## config.mk

```make
export PLATFORM = sky130hd
export DESIGN_NAME = dmem_arbiter
export DESIGN_NICKNAME = d
export VERILOG_FILES = /design/src/rtl/dmem_arb_pkg.sv /design/src/rtl/arb_sat_counter.sv /design/src/rtl/dmem_arbiter.sv
export SDC_FILE = /design/constraint.sdc
export NUM_CORES = 1
export LEC_CHECK = 0
export CAP_MARGIN = 20
export CORE_AREA = 2 2 117 119
export DETAILED_ROUTE_END_ITERATION = 16
export DIE_AREA = 0 0 119 121
export HOLD_SLACK_MARGIN = 0.1
export PLACE_DENSITY_LB_ADDON = 0.3
export SLEW_MARGIN = 10
export SYNTH_ARGS = -nofsm -noshare
export SYNTH_HDL_FRONTEND = slang
export SYNTH_HIERARCHICAL = 1
export SYNTH_SLANG_ARGS = --single-unit
```

## constraint.sdc

```tcl
create_clock -name clock -period 1.8 [get_ports clock]
set_clock_uncertainty 0.15 [all_clocks]
set_input_delay 0.18 -clock clock [delete_from_list [all_inputs] [get_ports clock]]
set_output_delay 0.18 -clock clock [all_outputs]
set_load 0.1 [all_outputs]
```

## src/rtl/dmem_arb_pkg.sv

```systemverilog
// dmem_arb_pkg: shared owner encoding, default arbitration limits and counter sizing.
`default_nettype none

package dmem_arb_pkg;

   typedef enum logic {
      CORE = 1'b0,
      DMA  = 1'b1
   } owner_t;

   localparam int DEF_MAX_BURST    = 4;
   localparam int DEF_STARVE_LIMIT = 8;

   function automatic int cnt_width(input int n);
      return (n <= 1) ? 1 : $clog2(n);
   endfunction

endpackage

`default_nettype wire

```

## src/rtl/arb_sat_counter.sv

```systemverilog
// arb_sat_counter: up-counter with synchronous clear that holds at MAX instead of wrapping.
`default_nettype none

module arb_sat_counter #(
   parameter int           W   = 4,
   parameter logic [W-1:0] MAX = '1
) (
   input  logic         clock,
   input  logic         reset,
   input  logic         inc,
   input  logic         clr,
   output logic [W-1:0] count
);

   always_ff @(posedge clock or posedge reset) begin
      if (reset) begin
         count <= '0;
      end else if (clr) begin
         count <= '0;
      end else if (inc && (count != MAX)) begin
         count <= count + 1'b1;
      end
   end

endmodule

`default_nettype wire

```

## src/rtl/dmem_arbiter.sv

```systemverilog
// dmem_arbiter: shares data_mem between the core load/store port and a DMA port.
// Optional DMEM_ARB_STATS_EN adds saturating stall_cycles / dma_beats counters.
`default_nettype none

module dmem_arbiter
   import dmem_arb_pkg::*;
#(
   parameter int AW           = 32,
   parameter int DW           = 32,
   parameter int MAX_BURST    = DEF_MAX_BURST,
   parameter int STARVE_LIMIT = DEF_STARVE_LIMIT
) (
   input  logic          clock,
   input  logic          reset,
   input  logic          core_req,
   input  logic          core_we,
   input  logic [AW-1:0] core_addr,
   input  logic [DW-1:0] core_wdata,
   output logic [DW-1:0] core_rdata,
   output logic          core_stall,
   input  logic          dma_req,
   input  logic          dma_we,
   input  logic [AW-1:0] dma_addr,
   input  logic [DW-1:0] dma_wdata,
   input  logic          dma_last,
   output logic          dma_gnt,
   output logic [DW-1:0] dma_rdata,
   output logic          dma_rvalid,
   output logic          mem_we,
   output logic [AW-1:0] mem_addr,
   output logic [DW-1:0] mem_wd,
   input  logic [DW-1:0] mem_rd
`ifdef DMEM_ARB_STATS_EN
   ,
   output logic [15:0]   stall_cycles,
   output logic [15:0]   dma_beats
`endif
);

   localparam int BW = cnt_width(MAX_BURST);
   localparam int SW = cnt_width(STARVE_LIMIT);

   owner_t        state;
   owner_t        next_state;
   logic [BW-1:0] beat_cnt;
   logic [SW-1:0] starve_cnt;
   logic          beat;
   logic          burst_end;
   logic          starve_hit;
   logic          starve_inc;
   logic          starve_clr;
   logic          beat_clr;

   assign beat       = (state == DMA) && dma_req;
   assign burst_end  = beat && (dma_last || (beat_cnt == BW'(MAX_BURST - 1)));
   assign starve_hit = (starve_cnt == SW'(STARVE_LIMIT - 1));

   always_ff @(posedge clock or posedge reset) begin
      if (reset) begin
         state <= CORE;
      end else begin
         state <= next_state;
      end
   end

   always_comb begin
      next_state = state;
      mem_we     = 1'b0;
      mem_addr   = core_addr;
      mem_wd     = core_wdata;
      core_rdata = mem_rd;
      core_stall = 1'b0;
      dma_gnt    = 1'b0;
      case (state)
         CORE: begin
            mem_we = core_req && core_we;
            if (dma_req && (!core_req || starve_hit)) begin
               next_state = DMA;
            end
         end
         DMA: begin
            mem_addr   = dma_addr;
            mem_wd     = dma_wdata;
            dma_gnt    = dma_req;
            mem_we     = dma_req && dma_we;
            core_stall = core_req;
            core_rdata = '0;
            if (!dma_req || burst_end) begin
               next_state = CORE;
            end
         end
         default: next_state = CORE;
      endcase
      // Reset is asynchronous, so block writes for its whole duration, not just after the edge.
      if (reset) begin
         mem_we = 1'b0;
      end
   end

   assign starve_inc = (state == CORE) && dma_req;
   assign starve_clr = (state != CORE) || !dma_req || (next_state == DMA);
   assign beat_clr   = (state == DMA) && (next_state == CORE);

   arb_sat_counter #(
      .W   (SW),
      .MAX (SW'(STARVE_LIMIT - 1))
   ) u_starve_cnt (
      .clock (clock),
      .reset (reset),
      .inc   (starve_inc),
      .clr   (starve_clr),
      .count (starve_cnt)
   );

   arb_sat_counter #(
      .W   (BW),
      .MAX (BW'(MAX_BURST - 1))
   ) u_beat_cnt (
      .clock (clock),
      .reset (reset),
      .inc   (beat),
      .clr   (beat_clr),
      .count (beat_cnt)
   );

   always_ff @(posedge clock or posedge reset) begin
      if (reset) begin
         dma_rvalid <= 1'b0;
         dma_rdata  <= '0;
      end else begin
         dma_rvalid <= beat && !dma_we;
         if (beat && !dma_we) begin
            dma_rdata <= mem_rd;
         end
      end
   end

`ifdef DMEM_ARB_STATS_EN
   arb_sat_counter #(
      .W   (16),
      .MAX (16'hFFFF)
   ) u_stall_stat (
      .clock (clock),
      .reset (reset),
      .inc   (core_stall),
      .clr   (1'b0),
      .count (stall_cycles)
   );

   arb_sat_counter #(
      .W   (16),
      .MAX (16'hFFFF)
   ) u_beat_stat (
      .clock (clock),
      .reset (reset),
      .inc   (beat),
      .clr   (1'b0),
      .count (dma_beats)
   );
`endif

endmodule

`default_nettype wire

```

==> results.py <==
metrics = {
    "critical_path": {
        "r2r-end": "dma_rdata[5]",
        "r2r_slack_ns": -0.13,
        "ff2ff_path_depth": 6,
        "worstSetupPathType": "flip-flop to output port",
        "arrival_ns": 1.67,
        "cp-end-kind": "output port",
        "slowest_delay_ns": 0.51,
        "worst-path-max-fanout": 5,
        "crit_chain": "buf_6 > bufbuf_16 > mux2_2 > buf_12",
        "worst_ep_required_time_ns": 1.47,
        "crit_path_start_kind": "flip-flop",
        "timing.rr.start": "state",
        "critical_path.startpoint": "state",
        "cp_slowest_cell": "dfrtp_4",
    },
    "drt": {
        "drc": 0,
        "drtIter0Drc": 48,
        "drt_pass1_iterations": 4,
        "vias": 3079,
        "routed_wl_um": 13200,
        "viasPerCell": 4.25,
        "detail-route-antenna-nets": 0,
        "wl_per_cell_um": 18.2,
    },
    "sta": {
        "hold_viol": 0,
        "rsz0062_at_grt": "yes",
        "slew_headroom_pct": 71.2,
        "drv_slew": 0,
        "tightest_slew_ns": 0.432,
        "fmax_ghz": 0.500,
        "fin_ws_ns": -0.199,
        "final.setup.tns_ns": -13.59,
        "finalSetupViolCount": 133,
        "fin_crit_sh_pct": 111,
        "post-route-min-period_ns": 2.00,
    },
    "synth": {
        "yosysMostFrequentCell": "mux2_2",
        "postSynthCellCount": 221,
        "synth_seq_area_share_pct": 36.6,
        "syn_nets": 391,
        "yosysTopAreaCellShare_pct": 36.6,
        "synth_cell_types": 28,
        "yosys_warnings": 6,
        "synth.avg_cell_area_sq_um": 12.1,
        "async_reset_ff_share_pct": 100,
        "synthFlopType": "dfrtp_1",
        "synth_commonest_cells": "mux2_2 (77), dfrtp_1 (39), nor2b_1 (34)",
        "yosys-top-cells-area": "dfrtp_1 (37%), mux2_2 (33%), nor2b_1 (8.0%)",
        "netlist_area_sq_um": 2670,
        "synth_seq_cells": 39,
        "synth_edf_count": 0,
        "yosys.area.top_type": "dfrtp_1",
    },
    "clocking": {
        "cts_tree": "built",
        "clk_path_buf_depth": 2,
        "clk_latency_ns": 0.27,
        "cts.sinks": 39,
        "clk_pin_slew_ns": 0.06,
        "cts_buffers": 5,
        "cts-root-buf": "clkbuf_16",
        "htreeDepth": 2,
    },
    "finish": {
        "drive_gt1_share_pct": 57.5,
        "fin_util_pct": 62.9,
        "final_cell_area_sq_um": 8230,
        "final_nets": 717,
        "fillers": 956,
        "final_cells": 724,
        "diodes": 0,
        "areaGrowthSynthToFinish_pct": 209,
    },
    "outcome": {
        "violations": "negative setup slack",
        "status": "finished, violations left",
    },
    "pwr": {
        "cellPowerDensity_nw_per_um2": 1030,
        "p_leak_nw": 3.67,
        "ir_drop_uv": 402,
    },
    "grt": {
        "overflow": 0,
        "antenna_found_initial": 0,
        "grt_pass1_wl_um": 19200,
        "grt_max_degree": 35,
        "track_usage_pct": 17.0,
        "first_global_vias": 3517,
    },
    "placement": {
        "place_inst": 694,
        "gp_congestion": 0.737,
        "post-place-ws_ns": -0.119,
        "post-dp-hpwl_um": 10300,
        "place_area_sq_um": 7370,
        "io_buffers": 298,
    },
    "floorplanning": {
        "core_sq_um": 13100,
        "die-area_sq_um": 14400,
        "row_count": 42,
        "start_util_pct": 20.4,
        "fp.dieH_um": 121,
        "num_io_pins": 299,
        "die_x_um": 119,
    },
    "hold_path": {
        "hold_class": "primary input to async pin",
    },
    "job": {
        "drv_cap": 0,
    },
}
timing repair:
item / 4_1_cts / 5_1_grt
setup buffers: 7 / 5
hold endpoints to repair: 5 / 0
pin swaps: 1 / 3
resized for setup: 41 / 51
gates cloned: 5 / 5
hold buffers: 1 / 0
setup endpoints to repair: 76 / 134
metal layers:
layer | vias to the layer above | GRT usage [%] | share of wire [%]
li1 | 1432 | - | -
met1 | 1481 | 17.8 | 35
met2 | 154 | 33.5 | 56
met3 | 12 | 4.23 | 6.3
met4 | 0 | 4.69 | 2.2
met5 | - | 0 | 0
cells in the final DEF (no fill, tap or decap), drive strengths merged, types with 2 or more instances in the layout:
master,count
inv,9
nor2b,36
nand2,2
buf,160
nor2,2
clkbuf,8
nand4bb,3
mux2,98
o21ai,3
clkdlybuf4s50,166
clkinv,2
ha,3
nand2b,3
dfrtp,39
state kept, by name, indices dropped and copies added, names as in the netlist:
| signal | cells |
|---|---|
| u_beat_cnt/count | 2 |
| dma_rdata | 32 |
| dma_rvalid | 1 |
| u_starve_cnt/count | 3 |
| state | 1 |
worst max path at each step:
stage	endpoint	cells after the start
CTS	mem_wd[4]	4
finish	mem_wd[4]	4
detailed placement	dma_rdata[30]	5
global route	mem_wd[4]	4
floorplan	core_rdata[10]	3
global placement	dma_rdata[26]	5
report_power, final:
| part | total (W) | internal, W | switching [W] | leakage, nW |
|---|---|---|---|---|
| combinational | 0.00616 | 0.00248 | 0.00368 | 3.11 |
| sequential | 0.00134 | 0.00110 | 0.000244 | 0.478 |
| clock | 0.00101 | 0.000688 | 0.000320 | 0.0868 |
| total | 0.00851 | 0.00426 | 0.00425 | 3.67 |
layout make-up:
class	instances	area (sq um)	share of cell area, %
Tap cell	176	220	2.67
Inverter	8	46.3	0.562
Multi-Input combinational cell	160	1970	23.9
Clock buffer	6	139	1.69
Timing Repair inverter	3	26.3	0.319
Sequential cell	39	980	11.9
Timing Repair Buffer	330	4820	58.6
Clock inverter	2	35.0	0.426
critical path: cells and delay by family, from the launching register on:
family	cells	cell delay (ns)
multiplexers	1	0.29
buffers and inverters	3	0.58
flip-flops	1	0.51
stage by stage:
step	hold slack [ns]	power, W
after detailed placement	0.341	0.00723
after global placement	0.344	0.00718
after floorplan	-0.229	0.00478
final	0.296	0.00851
after CTS	0.286	0.00842
after global routing	0.339	0.00876
cell families (layout without fill, tap and decap cells):
family,count (synthesis),after routing,share of synthesized area (%)
fa+ha+maj,3,3,1.41
flops,39,39,36.6
compound gates,8,8,1.78
buf+inv,22,349,4.41
simple gates,51,51,12.8
mux,98,98,43.1
No activity file was read; power rests on OpenSTA's default activity.
